$ cat src/rtl/uart_tx_ctrl.sv
// UART transmit frame controller: start bit, serializer data bits, optional parity, stop bit.
// Optional parity support is built only when UART_TX_PARITY_EN is defined.
module uart_tx_ctrl #(
    parameter int unsigned DATA_W    = 8,
    parameter int unsigned TMO_TICKS = 10
) (
    input  logic              CLK,
    input  logic              RST,
    input  logic              TX_tick,
    input  logic [DATA_W-1:0] P_DATA,
    input  logic              DATA_VALID,
    input  logic              PAR_EN,
    input  logic              PAR_TYP,
    input  logic              ser_data,
    input  logic              ser_done,
    output logic [DATA_W-1:0] TX_DATA_O,
    output logic              ser_en,
    output logic              TX_OUT,
    output logic              busy,
    output logic              tmo_err
);

    localparam int unsigned CntW = $clog2(TMO_TICKS + 1);

    typedef enum logic [2:0] {
        StIdle,
        StStart,
        StData,
`ifdef UART_TX_PARITY_EN
        StParity,
`endif
        StStop
    } state_e;

    state_e            state_q, state_d;
    logic [DATA_W-1:0] data_q, data_d;
    logic              busy_q, busy_d;
    logic              ser_en_q, ser_en_d;
    logic              tmo_q, tmo_d;
    logic [CntW-1:0]   cnt_q, cnt_d;
    logic              latch;

`ifdef UART_TX_PARITY_EN
    logic par_bit_q, par_act_q;
`else
    logic unused_par;
    assign unused_par = PAR_EN ^ PAR_TYP;
`endif

    always_comb begin
        state_d  = state_q;
        data_d   = data_q;
        busy_d   = busy_q;
        ser_en_d = ser_en_q;
        cnt_d    = cnt_q;
        tmo_d    = 1'b0;
        latch    = 1'b0;
        case (state_q)
            StIdle: begin
                if (DATA_VALID) begin
                    latch   = 1'b1;
                    busy_d  = 1'b1;
                    state_d = StStart;
                end
            end
            StStart: begin
                if (TX_tick) begin
                    state_d  = StData;
                    ser_en_d = 1'b1;
                    cnt_d    = '0;
                end
            end
            StData: begin
                if (TX_tick) begin
                    cnt_d = cnt_q + CntW'(1);
                    if (ser_done) begin
                        ser_en_d = 1'b0;
`ifdef UART_TX_PARITY_EN
                        state_d  = par_act_q ? StParity : StStop;
`else
                        state_d  = StStop;
`endif
                    end else if (cnt_q == CntW'(TMO_TICKS - 1)) begin
                        // Serializer never finished: abandon data, still send a stop bit.
                        ser_en_d = 1'b0;
                        tmo_d    = 1'b1;
                        state_d  = StStop;
                    end
                end
            end
`ifdef UART_TX_PARITY_EN
            StParity: begin
                if (TX_tick) state_d = StStop;
            end
`endif
            StStop: begin
                if (TX_tick) begin
                    if (DATA_VALID) begin
                        latch   = 1'b1;
                        state_d = StStart;
                    end else begin
                        busy_d  = 1'b0;
                        state_d = StIdle;
                    end
                end
            end
            default: state_d = StIdle;
        endcase
        if (latch) data_d = P_DATA;
    end

    always_ff @(posedge CLK or negedge RST) begin
        if (!RST) begin
            state_q  <= StIdle;
            data_q   <= '0;
            busy_q   <= 1'b0;
            ser_en_q <= 1'b0;
            tmo_q    <= 1'b0;
            cnt_q    <= '0;
        end else begin
            state_q  <= state_d;
            data_q   <= data_d;
            busy_q   <= busy_d;
            ser_en_q <= ser_en_d;
            tmo_q    <= tmo_d;
            cnt_q    <= cnt_d;
        end
    end

`ifdef UART_TX_PARITY_EN
    // Parity mode is captured with the byte so mid-frame changes cannot corrupt the frame.
    always_ff @(posedge CLK or negedge RST) begin
        if (!RST) begin
            par_bit_q <= 1'b0;
            par_act_q <= 1'b0;
        end else if (latch) begin
            par_act_q <= PAR_EN;
            par_bit_q <= PAR_TYP ? ~^P_DATA : ^P_DATA;
        end
    end
`endif

    always_comb begin
        TX_OUT = 1'b1;
        case (state_q)
            StStart:  TX_OUT = 1'b0;
            StData:   TX_OUT = ser_data;
`ifdef UART_TX_PARITY_EN
            StParity: TX_OUT = par_bit_q;
`endif
            default:  TX_OUT = 1'b1;
        endcase
    end

    assign TX_DATA_O = data_q;
    assign busy      = busy_q;
    assign ser_en    = ser_en_q;
    assign tmo_err   = tmo_q;

endmodule

$ cat config.mk
export PLATFORM = sky130hd
export DESIGN_NAME = uart_tx_ctrl
export DESIGN_NICKNAME = d
export VERILOG_FILES = /design/src/rtl/uart_tx_ctrl.sv
export SDC_FILE = /design/constraint.sdc
export NUM_CORES = 1
export LEC_CHECK = 0
export CORE_AREA = 2 2 53 55
export CTS_BUF_LIST = sky130_fd_sc_hd__clkbuf_8
export DETAILED_ROUTE_END_ITERATION = 7
export DIE_AREA = 0 0 55 57
export SYNTH_ARGS = -nofsm -noshare
export SYNTH_HDL_FRONTEND = slang
export SYNTH_SLANG_ARGS = --single-unit
$ cat constraint.sdc
create_clock -name CLK -period 2.2 [get_ports CLK]
set_clock_uncertainty 0.1 [all_clocks]
set_input_delay 0.44 -clock CLK [delete_from_list [all_inputs] [get_ports CLK]]
set_output_delay 0.44 -clock CLK [all_outputs]
set_load 0.005 [all_outputs]
==> qor.yml <==
outcome:
  outcome: "finished clean"
clocking:
  htree_levels: 1
  hold_buffers: 0
  cts_made_buffers: 3
  clock_sinks: 17
  cts_buffer_depth: 2
  cts-root-buf: "clkbuf_8"
  clkTransAtPathRegs_ns: 0.07
  clock_latency_ns: 0.25
  post_cts_buffers: 0
  cts_resized: 0
  cts_tree: "built"
sta:
  slew_violations: 0
  min_period_ns: 1.85
  setup_viol: 0
  tightest_slew_ns: 0.428
  finalSetupTns_ns: 0
  max_freq_mhz: 540
  rsz0062_at_grt: "no"
  hold_viol_final: 0
  slew_headroom_pct: 71.4
  fin_crit_sh_pct: 84.2
final_layout:
  syn_to_final_growth_pct: 40.7
  multi_input_area_sq_um: 378
  final_nets: 127
  ff_latch_area_sq_um: 425
  drive_gt1_share_pct: 17.3
  antennaDiodeCount: 0
  num-fill-cells: 259
place:
  io_buffers: 25
  place_congestion: 0.818
  hpwlAfterDp_um: 1220
route:
  drtPass1Iterations: 4
  via_count: 636
  ant_nets: 0
  route.detailed.drc: 0
  drt_iter0_markers: 5
  routedWlPerCell_um: 12.3
  drt_wl_total_um: 1660
  vias_per_cell: 4.71
power:
  p_leak_nw: 0.534
  power_density_mw_per_mm2: 1280
  clkPwrFrac_pct: 15.2
  sequentialPowerShare_pct: 36.0
  combPwrFrac_pct: 48.8
  p_switching_mw: 0.504
  p_int_mw: 1.02
  peakVddDrop_uv: 669
  switching_share_pct: 33.1
  power_mw: 1.52
critical_path:
  worstSetupPathType: "reg2reg"
  worst_setup_path_start_kind: "register"
  rr_worst_depth: 7
  cp.arrival_ns: 1.88
  endpoint_kind: "register"
  cp_max_fo: 8
  required_ns: 2.23
floorplanning:
  rows: 19
  start_util_pct: 32.3
  die-area_sq_mm: 0.00314
  pin_count: 28
  die_w_um: 55
  core-area_sq_mm: 0.00262
  chipHeight_um: 57
yosys:
  ys_warn_count: 0
  avgSynthCellArea_sq_um: 11.4
  seq_area_frac_synth_pct: 50.3
  syn_area_sq_um: 846
  ys_ff_latch: 17
  ys_types: 21
  synth_nets: 96
  synth_cells: 74
global_route:
  grt_pass1_vias: 609
  grt_overflow: 0
  grt_pass1_wl_um: 2740
  grt_max_degree: 18
  track_usage_pct: 12.1
  antenna_found_initial: 0
job:
  drv_cap: 0
worst_hold_path:
  hold_path.class: "in2async"
-- worst max-delay path, stage by stage (launching register included) --
cell and delay, ns:
dfrtp_1 0.37, inv_1 0.08, ha_1 0.22, buf_4 0.16
nor3_1 0.17, o22ai_1 0.09, nor2_1 0.19, mux2_2 0.36
-- path summary, 6_finish.rpt --
kind	to	start	slack, ns
min in group CLK	TX_DATA_O[5]$_DFFE_PN0P_	TX_DATA_O[5]$_DFFE_PN0P_	0.41
max	state_q[1]$_DFFE_PN0P_	state_q[0]$_DFFE_PN0P_	0.35
min reg2reg	TX_DATA_O[5]$_DFFE_PN0P_	TX_DATA_O[5]$_DFFE_PN0P_	0.41
max in group asynchronous	state_q[0]$_DFFE_PN0P_	RST	1.40
min	TX_DATA_O[0]$_DFFE_PN0P_	RST	0.41
max reg2reg	state_q[1]$_DFFE_PN0P_	state_q[0]$_DFFE_PN0P_	0.35
-- stage by stage --
stage	hold slack [ns]	worst slack (ns)	std cells	cell area, sq um	utilization, %
2_1_floorplan	0.0444	0.499	74	846	-
3_3_place_gp	0.387	0.136	131	1140	43.6
3_5_place_dp	0.394	0.119	131	1140	43.6
4_1_cts	0.410	0.0267	135	1190	45.4
5_1_grt	0.434	0.227	135	1190	45.5
6_report	0.408	0.348	135	1190	45.5
-- registers in the layout (all words and copies together) (netlist names) --
register / flops
TX_DATA_O: 8
busy: 1
tmo_err: 1
cnt_q: 4
state_q: 2
ser_en: 1
-- cell families (layout without fill, tap and decap cells) --
group           after synthesis  after routing  synth area share [%]
fa+ha+maj                     6              6                  8.88
simple gates                 15             15                  9.62
mux                          11             11                  14.3
flops                        17             17                  50.3
compound gates               16             16                  11.8
buf+inv                       9             39                  5.03
-- final cells by class --
class                   instances  share of cell area (%)
well taps                      31                    3.26
repair buffers                 28                    23.1
inverters                       7                    2.21
flip-flops and latches         17                    35.8
multi-input cells              48                    31.8
clock inverters                 1                   0.421
clock buffers                   3                    3.47
-- placed cells by master, fill, tap and decap left out, types with 2 or more instances in the layout --
cell type        count
buf_4                3
ha_1                 6
o21ai_0              7
dfrtp_1             17
clkdlybuf4s50_1     24
nor2_1               2
nand2_1              7
inv_1                7
mux2i_1              2
clkbuf_8             3
a21oi_1              3
mux2_2               9
a22o_1               2
nand3_1              2
-- power by group through the flow --
stage,sequential [mW],combinational [mW],clock (mW)
after floorplan,0.547,0.421,0
after global routing,0.567,0.821,0.256
after detailed placement,0.554,0.752,0
after global placement,0.545,0.737,0
after CTS,0.550,0.761,0.239
final,0.548,0.741,0.231
-- routing by layer --
layer	GRT usage, %	vias up	wire length, um
met1	14.7	309	676
li1	-	315	-
met2	20.7	10	894
met4	5.23	0	9
met5	0	-	0
met3	1.83	2	77
-- Yosys cell counts --
cell type   n  area share (%)
mux2_2      9              12
or2b_1      1            0.89
nor3_1      1            0.59
dfrtp_1    17              50
nor2_1      2            0.89
nand2_1     7             3.1
nand3_1     2             1.2
a211oi_1    1            0.89
mux2i_1     2             2.4
ha_1        6             8.9
nor3b_4     1             2.2
a21oi_2     1             1.0
buf_2       1            0.59
o21ai_0     7             4.1
nor4_1      1            0.74
a21oi_1     3             1.8
buf_6       1             1.3
o211a_1     1             1.2
a22o_1      2             2.1
inv_1       7             3.1
o22ai_1     1            0.74
Power figures use the tool's default switching activity.
